--- config.mk ---
export PLATFORM = sky130hd
export DESIGN_NAME = rom_loader
export DESIGN_NICKNAME = d
export VERILOG_FILES = /design/src/rtl/rom_loader.sv
export SDC_FILE = /design/constraint.sdc
export NUM_CORES = 1
export LEC_CHECK = 0
export ABC_AREA = 1
export CAP_MARGIN = 20
export CORE_MARGIN = 5
export CORE_UTILIZATION = 55
export CTS_BUF_LIST = sky130_fd_sc_hd__clkbuf_4
export DETAILED_ROUTE_END_ITERATION = 6
export DONT_BUFFER_PORTS = 1
export PLACE_DENSITY_LB_ADDON = 0.15
export SYNTH_ARGS = -nofsm -noshare
export SYNTH_HDL_FRONTEND = slang
export SYNTH_SLANG_ARGS = --single-unit
--- constraint.sdc ---
create_clock -name clock -period 3.5 [get_ports clock]
set_input_delay 0.7 -clock clock [delete_from_list [all_inputs] [get_ports clock]]
set_output_delay 0.7 -clock clock [all_outputs]
set_load 0.01 [all_outputs]
--- src/rtl/rom_loader.sv ---
// Boot-image loader: packs an 8-bit byte stream little-endian into DW-bit words and writes them to memory.
// Latency: wr_en one cycle after the last byte of a word is accepted; done one cycle after the final write.
// Backpressure: in_ready is high only in LOAD until the final word is assembled; the memory never stalls writes.
//
// Ports:
//   clock, reset_n          system clock, asynchronous active-low reset
//   start, length           begin a load of 'length' words (accepted in IDLE/DONE only)
//   in_data/in_valid/in_ready  byte stream handshake
//   wr_en/wr_address/wr_data   one-cycle memory write per packed word
//   busy, done              LOAD in progress / image complete
//   checksum                mod-256 sum of accepted bytes, present only with `CHECKSUM_EN defined
module rom_loader #(
    parameter int DW = 8,
    parameter int AW = 14
) (
    input  logic          clock,
    input  logic          reset_n,
    input  logic          start,
    input  logic [AW:0]   length,
    input  logic [7:0]    in_data,
    input  logic          in_valid,
    output logic          in_ready,
    output logic          wr_en,
    output logic [AW-1:0] wr_address,
    output logic [DW-1:0] wr_data,
    output logic          busy,
    output logic          done
`ifdef CHECKSUM_EN
    ,
    output logic [7:0]    checksum
`endif
);

    localparam int BPW = DW / 8;
    // Keep the byte index at least one bit wide so DW=8 still elaborates.
    localparam int IW  = (BPW > 1) ? $clog2(BPW) : 1;

    typedef enum logic [1:0] {
        S_IDLE,
        S_LOAD,
        S_DONE
    } state_t;

    state_t         state;
    state_t         state_nxt;
    logic [IW-1:0]  byte_idx;
    logic [AW:0]    word_cnt;   // words fully assembled so far
    logic [AW:0]    len_q;
    logic [DW-1:0]  pack;
    logic [DW-1:0]  word_nxt;
    logic           start_acc;
    logic           take;
    logic           word_end;
    logic           final_wr;

    assign busy     = (state == S_LOAD);
    assign done     = (state == S_DONE);
    // Once the final word is assembled (word_cnt == len_q) no further bytes are taken,
    // which covers the final wr_en cycle and everything after it.
    assign in_ready = (state == S_LOAD) && (word_cnt != len_q);

    always_comb begin
        start_acc = start && (state != S_LOAD);
        take      = in_valid && in_ready;
        word_end  = take && (byte_idx == IW'(BPW - 1));
        final_wr  = wr_en && (word_cnt == len_q);
        word_nxt  = pack;
        word_nxt[8*byte_idx +: 8] = in_data;
    end

    always_comb begin
        state_nxt = state;
        case (state)
            S_IDLE, S_DONE: begin
                if (start) begin
                    state_nxt = (length == '0) ? S_DONE : S_LOAD;
                end
            end
            S_LOAD: begin
                if (final_wr) begin
                    state_nxt = S_DONE;
                end
            end
            default: state_nxt = S_IDLE;
        endcase
    end

    always_ff @(posedge clock or negedge reset_n) begin
        if (!reset_n) begin
            state <= S_IDLE;
        end else begin
            state <= state_nxt;
        end
    end

    always_ff @(posedge clock or negedge reset_n) begin
        if (!reset_n) begin
            byte_idx   <= '0;
            word_cnt   <= '0;
            len_q      <= '0;
            pack       <= '0;
            wr_en      <= 1'b0;
            wr_address <= '0;
            wr_data    <= '0;
        end else begin
            wr_en <= word_end;
            if (start_acc) begin
                byte_idx   <= '0;
                word_cnt   <= '0;
                len_q      <= length;
                pack       <= '0;
                wr_address <= '0;
            end else begin
                // Address advances after each write; a full-capacity load wraps it to 0
                // after the last write without producing another write.
                if (wr_en) begin
                    wr_address <= wr_address + 1'b1;
                end
                if (take) begin
                    pack <= word_nxt;
                    if (word_end) begin
                        byte_idx <= '0;
                        word_cnt <= word_cnt + 1'b1;
                        wr_data  <= word_nxt;
                    end else begin
                        byte_idx <= byte_idx + 1'b1;
                    end
                end
            end
        end
    end

`ifdef CHECKSUM_EN
    always_ff @(posedge clock or negedge reset_n) begin
        if (!reset_n) begin
            checksum <= 8'h00;
        end else if (start_acc) begin
            checksum <= 8'h00;
        end else if (take) begin
            checksum <= checksum + in_data;
        end
    end
`endif

endmodule

**Word-level counts from Yosys, hierarchy flattened**

Index checks and enable logic that the tools add are counted.
W data, S select, Z words.

- Output and inout port bits: 26
- Word-level logic and storage cells: 52
- Input bits: 27
- Bits in registers: 64

- Reductions and logical operators: 14
- $add $sub $neg: 4
- Shift operators: 2
- Bitwise gates (word level): 2
- Equality and inequality tests: 7
- Muxes and demuxes: 15

Operators by type and width:

| kind | count |
|---|---|
| $mux W15 | 3 |
| $neg A4 Y34 | 1 |
| $shift A8 B34 Y8 const A | 1 |
| $shiftx A8 B34 Y8 | 1 |
| $mux W14 | 2 |
| $mux W8 | 2 |
| $add A15 B1 Y15 const B | 1 |
| $eq A15 B15 Y1 | 1 |
| $logic_not A15 Y1 | 1 |
| $ne A15 B15 Y1 | 1 |
| $add A14 B1 Y14 const B | 1 |
| $bwmux W8 | 1 |
| $mux W2 | 3 |
| $reduce_bool A2 Y1 | 3 |
| $logic_and A1 B1 Y1 | 5 |
| $ne A2 B1 Y1 const B | 2 |
| $pmux W2 S2 | 1 |
| $reduce_and A2 Y1 | 2 |
| $mux W1 | 3 |
| $reduce_and A3 Y1 | 1 |
| $eq A2 B1 Y1 const B | 1 |
| $eq A2 B2 Y1 const B | 1 |
| $logic_not A2 Y1 | 1 |
| $ne A2 B2 Y1 const B | 1 |
| 3 further kinds | 4 |

**Depth between registers and ports, before layout**

Gate-level depths: netlist (run 1).

- Depth in word-level cells: 7
- Mapped depth: 12
- Depth with buffers taken out: 11

**Worst setup path before layout (run 1)**

Ideal clock, no wire load.

- Path type: reg-to-output
- Start: register word_cnt[8]
- End: output in_ready
- Setup slack: 1800 ps
- Stages on the path, launching flop included: 10
- Arrival time: 1000 ps
- Path through: dfrtp_1 -> inv_2 -> nand2_1 -> nand2_1 -> nor2_1 -> nand2_1 -> nor2_2 -> nand2_2 -> nand2_1 -> inv_1

- Cells in the longest elaborated chain, start to end: 2

RTL lines:

| element | line | source |
|---|---|---|
| start: declaration | 47 | `logic [AW:0] word_cnt;` |
| start signal: assignment | 123 | `word_cnt <= word_cnt + 1'b1;` |
| $ne A15 B15 Y1 | 60 | `assign in_ready = (state == S_LOAD) && (word_cnt != len_q);` |
| $logic_and A1 B1 Y1 | 60 |  |
| end: declaration | 22 | `output logic in_ready,` |

No other way between the ends.

**Worst setup path in the final report (run 1)**

- Start: register word_cnt[4]
- End: output in_ready

The elaborated chain is that of the path after synthesis.

==> results of run 1 <==
-- final cells by class --
class	instances	area (µm²)
fill	546	2270
sequential	56	1401
multi-input combinational	300	1390
inverter	55	206.4
tap	72	90.09
clock inverter	3	42.54
clock buffer	5	37.54
timing repair buffer	2	35.03
-- cells in the mapped netlist (3+ instances only) --
| cell type | number |
|---|---|
| nor3b_1 | 3 |
| o21ai_0 | 21 |
| nor3_1 | 11 |
| a21oi_1 | 6 |
| nand2_1 | 159 |
| buf_6 | 3 |
| nor4_1 | 3 |
| inv_2 | 4 |
| xor2_1 | 5 |
| nor2_1 | 41 |
| clkbuf_1 | 4 |
| inv_1 | 51 |
| nand3_1 | 31 |
| dfrtp_1 | 56 |
| buf_2 | 3 |
-- registers in the layout, indices dropped and copies added (netlist names) --
signal and count:
byte_idx 1, len_q 15, wr_en 1, wr_address 14
wr_data 8, word_cnt 15, state 2
-- routing by layer --
metal,vias up,GRT usage
li1,1308,-
met1,1167,0.2503
met2,51,0.3196
met3,6,0.05103
met4,0,0.04604
met5,-,0
-- critical path: cells and delay by family, from the launching register on --
| kind | cells | cell delay [ps] |
|---|---|---|
| and+or+nand+nor | 7 | 710 |
| buffers and inverters | 2 | 160 |
| DFF | 1 | 460 |
-- worst max path at each step --
stage	from	end	slack (ps)	depth (start not counted)
after floorplan	word_cnt[8]$_DFFE_PN0P_	in_ready	1800	9
after global placement	word_cnt[4]$_DFFE_PN0P_	in_ready	1520	9
after detailed placement	word_cnt[4]$_DFFE_PN0P_	in_ready	1530	9
after CTS	word_cnt[4]$_DFFE_PN0P_	in_ready	1070	9
after global routing	word_cnt[4]$_DFFE_PN0P_	in_ready	970	9
final	word_cnt[4]$_DFFE_PN0P_	in_ready	1080	9
-- power groups by stage --
| stage | Clock, µW | Combinational (µW) | Sequential, µW |
|---|---|---|---|
| 2_1_floorplan | 0 | 570 | 960 |
| 3_3_place_gp | 0 | 647 | 994 |
| 3_5_place_dp | 0 | 659 | 996 |
| 4_1_cts | 368 | 679 | 982 |
| 5_1_grt | 398 | 778 | 1010 |
| 6_report | 356 | 668 | 980 |
-- kinds of logic after synthesis --
logic type	share of synthesized area
simple gates	0.3676
buf+inv	0.09271
fa+ha+maj	0.008132
xor+xnor	0.01708
compound gates	0.05897
flops	0.4555
-- per-stage QoR --
stage | hold WS (ps) | setup slack [ps] | total power [µW] | cells | instance area, µm²
finish | 153.2 | 1081 | 2004 | 493 | 3203
global route | 144.3 | 972.3 | 2185 | 493 | 3203
CTS | 153.3 | 1073 | 2030 | 493 | 3203
detailed placement | 407.3 | 1531 | 1655 | 484 | 3095
global placement | 406.4 | 1517 | 1641 | 484 | 3095
floorplan | 404.4 | 1800 | 1530 | 423 | 3077
==> metrics.md, run 1 <==
| Metric | Value |
|---|---|
| CTS clk-pin slew, worst paths | about 160 ps |
| Post-Syn Nets | between 400 and 500 |
| Data arrival, critical path | 1720 ps |
| Initial DRC count | roughly 190 |
| Root Buffer | clkbuf_4 |
| Comb power frac | 0.333 |
| R2R cell count | 11 |
| Max Clk Rate | around 0.41 GHz |
| # DRC | 0 |
| Total Wirelength | around 6.5 mm |
| R2R Path End | word_cnt[10]$_DFFE_PN0P_ |
| Ant diodes | 0 |
| Tmin final | ~2400 ps |
| Io pins | 53 |
| Crit Path Class | flop to primary output |
| Clk pwr share | 0.178 |
| RSZ-0062 raised after global routing | no |
| Share of cells above drive strength 1 | 0.05938 |
| CTS Buffer Depth | 2 |
| Die area | 7190 µm² |
| Setup TNS | 0 ps |
| Vias in the first global route | about 2400 |
| Max Used Layer | met4 |
| Most used cell, CP | nand2_1 |
| Post-CTS Setup Inserts | 0 |
| GRT overflow | 0 |
| Max-slew violation count | 0 |
| Leakage | between 0.0015 and 0.002 µW |
| IO buf count | 0 |
| Ys flop type | dfrtp_1 |
| Vias post-DR | between 2000 and 3000 |
| Clock sinks | between 50 and 60 |
| Cells after synthesis | roughly 420 |
| # rows | 27 |
| Final period util | 0.6913 |
| Antenna violations before repair | 0 |
| Cell internal pwr | approximately 1200 µW |
| Largest area contributor in the netlist | dfrtp_1 |
| Final core utilization | 0.5853 |
| Die Wd | between 80 and 90 µm |
| Max stage delay on crit path | 460 ps |
| Outcome | complete, no violations |
| Core ar. | roughly 5500 µm² |
| Synth warnings | 0 |
| Avg Cell Area, Syn | 7.274 µm² |
| First-pass GRT wire length | around 11 mm |
| Pwr dens | around 630 nW/µm² |
| Via/cell ratio | 5.136 |
| Crit-path max FO | 5 |
| Switching Power | 820.3 µW |
| CP Cell Sequence | inv_1 -> nand2_1 -> nand2_1 -> nor2_1 -> nand2_1 -> nor2_1 -> nand2_2 -> nand2_1 -> inv_1 |
| Slowest library cell on the worst path | dfrtp_1 |
| Post-synth ARST share | 1.000 |
| Met1 WL | 3.021 mm |
| Worst slew pin tran | 561.0 ps |
| Top post-synthesis cells by area | dfrtp_1 46%, nand2_1 19%, inv_1 6.2%, nand3_1 5.0%, nor2_1 5.0% |
| Reg-to-reg slack, setup | ~1600 ps |
| Tightest Hold Check Type | primary input to async pin |
| Area Overhead vs Synth | 4.107% |
| CP required | approximately 2800 ps |
| Distinct cell type count after synthesis | 32 |
| Chip height | 84.80 µm |
| Total CTS buffers | 5 |
| Gpl congestion | ~0.81 |
| Max-cap violations | 0 |
| Post-synthesis sequential area ratio | 0.4555 |
| Worst setup SP type | flop |
| Switching Fraction | 0.4094 |
| Routed wl met2 | around 3.1 mm |
| # H-tree levels | 2 |
| Total GRT Usage | 0.1920 |
| Setup violators final | 0 |
| R2R Path Start | word_cnt[0]$_DFFE_PN0P_ |
| DRT antenna net count | 0 |
| Top-area cell type share of the netlist area | 0.4555 |
| CTS Hold Bufs | 1 |
| CTS tree | built |
| Initial core utilization | 0.5622 |
| Largest net degree at the start of global routing | 57 |
| Worst skew pair latency | 380 ps |
| Flop pwr share | 0.489 |
| Crit end category | primary output |
| Hold Fails Final Rpt | 0 |
| DR WL met3 | roughly 330 µm |
| Layout Skew | 5.801 ps |
| #FFs+latches synth | 56 |
| Post-detail-place hpwl | 4.609 mm |
| Post-cts resize count | 0 |
| Worst VDD drop | a little under 0.5 mV |
| Commonest non-fill, non-tap cell in the layout | nand2_1 |
| Nets | ~450 |
| Synthesized cell area | between 3000 and 4000 µm² |
| Most frequent cells in the layout | 159 x nand2_1, 56 x dfrtp_1, 51 x inv_1 |
| DRT Pass-1 Iters | 4 |
| Worst rel slew slack | 0.6255 |
| Routed len/inst | 13.22 µm |
| Post-synth EDFFs | 0 |
No activity file was read; power rests on OpenSTA's default activity.
==> inputs of run 2 (changes only) <==
Clock period 3.5 ns to 2.2 ns, I/O delays scaled along.
==> run 2 against run 1 <==
Against the previous run: clock skew is essentially flat; combinational power grew 65%; first-iteration DRC count shrank 34%; sequential power grew 60%; register-to-register slack lost 1200 ps; die area is the same; worst hold slack lost 9.6 ps; critical endpoint unchanged.
==> metrics.md, run 2 (synthesized netlist as in run 1, its figures left out) <==
| Metric | Value |
|---|---|
| Outcome | complete, no violations |
| CTS clk-pin slew, worst paths | 170 ps (about the same) |
| Hold Crit Start | in_data[6] |
| # rows | 27 (unchanged) |
| Routed len/inst | 13.67 µm (+3.4%) |
| Finished Layout Cells | 498 (+1.0%) |
| Total CTS buffers | 5 (unchanged) |
| Flop pwr share | 0.498 (+0.009) |
| Hold Fails Final Rpt | 0 (unchanged) |
| Clk pwr share | 0.152 (-0.026) |
| Core ar. | 5473 µm² (unchanged) |
| Crit end category | primary output |
| Pwr dens | 974.2 nW/µm² (+56%) |
| Worst-case hold slack | 143.6 ps (-9.633 ps) |
| RSZ-0062 raised after global routing | no |
| R2R cell count | 11 (unchanged) |
| Data arrival, critical path | 1590 ps (-130 ps) |
| Die area | 7190 µm² (unchanged) |
| Post-detail-place hpwl | 4.871 mm (+5.7%) |
| Vias post-DR | 2614 (+3.2%) |
| CP required | 1760 ps (-1040 ps) |
| Die Wd | 84.80 µm (unchanged) |
| Most frequent cells in the layout | 159 x nand2_1, 54 x dfrtp_1, 51 x inv_1 |
| Gpl congestion | 0.8294 (+2.9%) |
| DRT Pass-1 Iters | 4 (unchanged) |
| Number of buffer and inverter stages on the critical path | 2 (unchanged) |
| Switching Power | 1349 µW (+64%) |
| Fin worst setup slack | 174.4 ps (-906.2 ps) |
| Placed Cells | 486 (+0.41%) |
| Share of cells above drive strength 1 | 0.07277 (+0.01339) |
| Total GRT Usage | 0.2028 (+0.01073) |
| Largest net degree at the start of global routing | 57 (unchanged) |
| Max stage delay on crit path | 460 ps (about the same) |
| Comb power frac | 0.350 (+0.017) |
| Worst setup SP type | flop |
| Layout Skew | 5.528 ps (-0.2735 ps) |
| Nets | 454 (+1.1%) |
| Setup violators final | 0 (unchanged) |
| Max-cap violations | 0 (unchanged) |
| Top delay family on crit path | simple AND/OR/NAND/NOR gates |
| Io pins | 53 (unchanged) |
| Max Clk Rate | approximately 0.5 GHz |
| Final period util | 0.9207 |
| Setup TNS | 0 ps (unchanged) |
| Worst path depth | 8 (-1) |
| Via/cell ratio | 5.249 (+2.2%) |
| Root Buffer | clkbuf_4 |
| Leakage | 0.001635 µW (+0.93%) |
| # DRC | 0 (unchanged) |
| Chip height | 84.80 µm (unchanged) |
| CTS tree | built |
| Total Wirelength | 6.808 mm (+4.5%) |
| Clock sinks | 56 (unchanged) |
| Largest regs | len_q (15), word_cnt (15), wr_address (14) |
| Worst skew pair latency | 390 ps (about the same) |
| R2R Path Start | word_cnt[9]$_DFFE_PN0P_ |
| Crit Path Class | flop to primary output |
| Max-slew violation count | 0 (unchanged) |
| Slowest library cell on the worst path | dfrtp_1 |
| Cell internal pwr | 1794 µW (+52%) |
| CP Launch Point | word_cnt[6]$_DFFE_PN0P_ |
| Fill cells | 546 (unchanged) |
| Most used cell, CP | nand2_1 |
| CTS Buffer Depth | 2 (unchanged) |
| Tightest Hold Check Type | primary input to flop |
| Initial core utilization | 0.5622 (unchanged) |
| Worst rel slew slack | 0.6477 (+0.02217) |
| Worst hold path cell count | 2 |
| Initial DRC count | 124 (-34%) |
| Worst slack at placement | 412.9 ps (-1118 ps) |
| Ant diodes | 0 (unchanged) |
| Tmin final | approximately 2000 ps |
| Worst VDD drop | 0.7286 mV (+52%) |
| Worst slew pin tran | 523.7 ps (-37.27 ps) |
| Crit-path max FO | 5 (unchanged) |
| # H-tree levels | 2 (unchanged) |
| GRT overflow | 0 (unchanged) |
| Area Overhead vs Synth | 4.839% |
| First-pass GRT wire length | 12.00 mm (+6.5%) |
| Switching Fraction | 0.4292 (+0.01980) |
| Commonest non-fill, non-tap cell in the layout | nand2_1 |
| DRT antenna net count | 0 (unchanged) |
| Antenna violations before repair | 0 (unchanged) |
| Vias in the first global route | 2585 (+6.6%) |
| CP Cell Sequence | inv_1 -> nand2_1 -> nand2_1 -> nand3_1 -> nor2_1 -> nand2_2 -> nand2_1 -> inv_1 |
| IO buf count | 0 (unchanged) |
[run 2: changes by cell type in the layout (fill, tap and decap cells not counted)]
cell | previous run | this run
clkinv_4 | 0 | 1
inv_6 | 0 | 1
buf_4 | 1 | 5
bufinv_16 | 1 | 0
clkinvlp_4 | 1 | 0
dfrtp_1 | 56 | 54
dfrtp_2 | 0 | 2
dlygate4sd3_1 | 0 | 1
[run 2: stage by stage]
| stage | util | cell area (µm²) | power [µW] |
|---|---|---|---|
| after floorplan | - | 3077 | 2434 |
| after global placement | 0.5684 | 3110 | 2631 |
| after detailed placement | 0.5684 | 3110 | 2661 |
| after CTS | 0.5862 | 3208 | 3172 |
| after global routing | 0.5894 | 3226 | 3442 |
| final | 0.5894 | 3226 | 3143 |
[run 2: final timing paths]
path / endpoint / slack, ps
hold / removal: wr_data[6]$_DFFE_PN0P_ / 140
hold reg to reg: byte_idx$_DFFE_PN0P_ / 510
max in group asynchronous: wr_address[6]$_DFFE_PN0P_ / 1410
setup reg to reg: word_cnt[9]$_DFFE_PN0P_ / 430
min in group asynchronous: len_q[7]$_DFFE_PN0P_ / 540
setup / recovery: in_ready / 170
[run 2: power by group through the flow]
stage	sequential, µW	clock (µW)	combinational (µW)
after floorplan	1530	0	907
after global placement	1580	0	1050
after detailed placement	1590	0	1070
after CTS	1570	498	1110
after global routing	1610	544	1290
final	1570	478	1100
[run 2: final cells by class]
type	count	area, µm²	area share
Clock inverter	3	22.52	0.006982
Sequential cell	56	1404	0.4352
Multi-Input combinational cell	300	1390	0.4310
Timing Repair Buffer	7	75.07	0.02327
Inverter	55	206.4	0.06400
Tap cell	72	90.09	0.02793
Clock buffer	5	37.54	0.01164
[run 2: routing by layer]
layer	vias to the layer above	wire (µm)	global-route usage
met1	1244	3005	0.2573
li1	1317	-	-
met3	8	363	0.05594
met4	0	65	0.04029
met2	45	3374	0.3480
met5	-	0	0
[run 2: timing repair]
action / CTS / global route
resized for setup: 0 / 2
hold buffers: 2 / 0
hold endpoints to repair: 56 / 0
setup endpoints to repair: 0 / 1
buffers inserted: 0 / 2
==> inputs of run 3 (changes only) <==
Clock period 2.2 ns to 2 ns, I/O delays scaled along.
==> run 3 against run 2 <==
Against the previous run: largest cell class unchanged; clock skew is 5.7 ps higher; clock-buffer cell count stayed put; final cell count is 1.4% higher; core utilization is 1.8 points higher; global-route usage hardly changed; register-to-register slack worse by 240 ps; first-iteration DRC count is 5.6% higher; non-clock buffer count is 7 higher; largest power group unchanged.
==> metrics.md, run 3 (synthesized netlist as in run 1, its figures left out) <==
| Metric | Value |
|---|---|
| Die Wd | 84.80 µm (unchanged) |
| Largest net degree at the start of global routing | 57 (unchanged) |
| Most frequent cells in the layout | 155 x nand2_1, 51 x dfrtp_1, 47 x inv_1 |
| First-pass GRT wire length | 11.85 mm (-1.2%) |
| Ant diodes | 0 (unchanged) |
| Total Wirelength | 6.823 mm (+0.22%) |
| Clk pwr share | 0.183 (+0.031) |
| Initial core utilization | 0.5622 (unchanged) |
| Grt met2 use | 0.3345 (-0.01352) |
| Worst setup SP type | flop |
| # DRC | 0 (unchanged) |
| Fin worst setup slack | 97.51 ps (-76.89 ps) |
| Leakage | 0.001674 µW (+2.4%) |
| Largest regs | len_q (15), word_cnt (15), wr_address (14) |
| Core ar. | 5473 µm² (unchanged) |
| # rows | 27 (unchanged) |
| Cell internal pwr | 2129 µW (+19%) |
| Worst rel slew slack | 0.6466 (-0.001097) |
| Overall power | 3631 µW (+16%) |
| Max-slew violation count | 0 (unchanged) |
| Hold Crit Start | in_data[6] |
| Commonest non-fill, non-tap cell in the layout | nand2_1 |
| CTS tree | built |
| Worst slew pin tran | 525.3 ps (+1.631 ps) |
| GRT overflow | 0 (unchanged) |
| Chip height | 84.80 µm (unchanged) |
| CP Cell Sequence | inv_1 -> nand2_1 -> nand2_1 -> nor2_1 -> nand2_1 -> nor2_2 -> nand2_2 -> nand2_2 -> inv_2 |
| R2R Path Start | word_cnt[2]$_DFFE_PN0P_ |
| Routed len/inst | 13.51 µm (-1.2%) |
| Most used cell, CP | nand2_1 |
| DRT antenna net count | 0 (unchanged) |
| Slowest library cell on the worst path | dfrtp_1 |
| CP required | 1600 ps (-160 ps) |
| Root Buffer | clkbuf_4 |
| Post-detail-place hpwl | 4.793 mm (-1.6%) |
| DRT Pass-1 Iters | 4 (unchanged) |
| Met1 Track Usage GR | 0.2659 (+0.008578) |
| Outcome | complete, no violations |
| Vias in the first global route | 2547 (-1.5%) |
| CTS clk-pin slew, worst paths | 180 ps (about the same) |
| Layout Skew | 11.21 ps (+5.686 ps) |
| Crit end category | primary output |
| Switching Fraction | 0.4137 (-0.01554) |
| Share of cells above drive strength 1 | 0.1155 (+0.04270) |
| Final period util | 0.9512 |
| Met3 usage | 0.05692 (+0.0009814) |
| Switching Power | 1502 µW (+11%) |
| Tmin final | ~1900 ps |
| Comb power frac | 0.340 (-0.010) |
| Setup violators final | 0 (unchanged) |
| IO buf count | 0 (unchanged) |
| Worst VDD drop | 0.8056 mV (+11%) |
| Clock sinks | 56 (unchanged) |
| Max-cap violations | 0 (unchanged) |
| Total GRT Usage | 0.2027 (about the same) |
| Layer with the highest usage | met2 |
| Nets | 461 (+1.5%) |
| CTS Buffer Depth | 2 (unchanged) |
| Gpl congestion | 0.8071 (-2.7%) |
| Max Clk Rate | around 0.53 GHz |
| Pwr dens | 1093 nW/µm² (+12%) |
| Area Overhead vs Synth | 7.971% |
| Via/cell ratio | 5.160 (-1.7%) |
| Flop pwr share | 0.477 (-0.021) |
| Total CTS buffers | 5 (unchanged) |
| Io pins | 53 (unchanged) |
| # H-tree levels | 2 (unchanged) |
| Tightest Hold Check Type | primary input to flop |
| CP Launch Point | word_cnt[7]$_DFFE_PN0P_ |
| Crit-path max FO | 4 (-1) |
| Max stage delay on crit path | 440 ps (-20 ps) |
| RSZ-0062 raised after global routing | yes |
| Die area | 7190 µm² (unchanged) |
| Data arrival, critical path | 1500 ps (-90 ps) |
| Hold Fails Final Rpt | 0 (unchanged) |
| Antenna violations before repair | 0 (unchanged) |
| Vias post-DR | 2606 (-0.31%) |
| Worst skew pair latency | 380 ps (about the same) |
| Initial DRC count | 131 (+5.6%) |
| Crit Path Class | flop to primary output |
| Worst slack at placement | 261.6 ps (-151.3 ps) |
==> run 3: cell count changes in the layout (fill, tap and decap cells not counted), moves of 3 or more <==
| cell | previous run | this run |
|---|---|---|
| buf_4 | 5 | 12 |
| inv_1 | 51 | 47 |
| inv_2 | 4 | 8 |
| nand2_1 | 159 | 155 |
| nand2_2 | 1 | 5 |
| dfrtp_1 | 54 | 51 |
| dfrtp_2 | 2 | 5 |
==> run 3: final cells by class <==
type	count	area (µm²)
fillers	523	2151
flip-flops and latches	56	1408
multi-input cells	300	1403
inverters	55	206.4
repair buffers	14	127.6
well taps	72	90.09
clock inverters	3	50.05
clock buffers	5	37.54
==> run 3: final timing paths <==
kind	end	slack [ps]	depth (start not counted)
setup / recovery	in_ready	100	9
hold / removal	wr_data[6]$_DFFE_PN0P_	110	2
setup reg to reg	word_cnt[4]$_DFFE_PN0P_	190	12
hold reg to reg	byte_idx$_DFFE_PN0P_	530	2
max in group asynchronous	word_cnt[2]$_DFFE_PN0P_	1220	2
min in group asynchronous	len_q[14]$_DFFE_PN0P_	520	2
==> run 3: critical path: cells and delay by family (launching register included) <==
family	cells	cell delay (ps)
buf+inv	2	130
simple gates	7	570
flops	1	440
==> run 3: timing repair <==
| item | in CTS | in global routing |
|---|---|---|
| setup endpoints to repair | 1 | 2 |
| endpoints found under the hold margin | 56 | 0 |
| pin swaps | 0 | 6 |
| hold buffers | 2 | 0 |
| resized for setup | 2 | 12 |
| setup buffers | 4 | 5 |
==> run 3: per-stage QoR <==
stage          setup TNS [ps]  hold slack [ps]    util  cells  instance area (µm²)
5_1_grt                -58.56            69.91  0.6070    505                 3322
2_1_floorplan               0            104.4       -    423                 3077
6_report                    0            107.8  0.6070    505                 3322
3_5_place_dp                0            107.0  0.5684    486                 3110
4_1_cts                     0            85.78  0.5972    500                 3268
3_3_place_gp                0            106.9  0.5684    486                 3110
==> run 3: routing by layer <==
layer / up-vias / routed length, µm / part of all wire
li1: 1330 / - / -
met1: 1203 / 3120 / 0.46
met2: 65 / 3261 / 0.48
met3: 8 / 368 / 0.054
met4: 0 / 72 / 0.011
met5: - / 0 / 0
==> run 3: power by group through the flow <==
stage	clock network, µW	logic, µW	registers (µW)
2_1_floorplan	0	998	1680
3_3_place_gp	0	1150	1740
3_5_place_dp	0	1170	1750
4_1_cts	684	1220	1730
5_1_grt	736	1440	1780
6_report	665	1230	1730
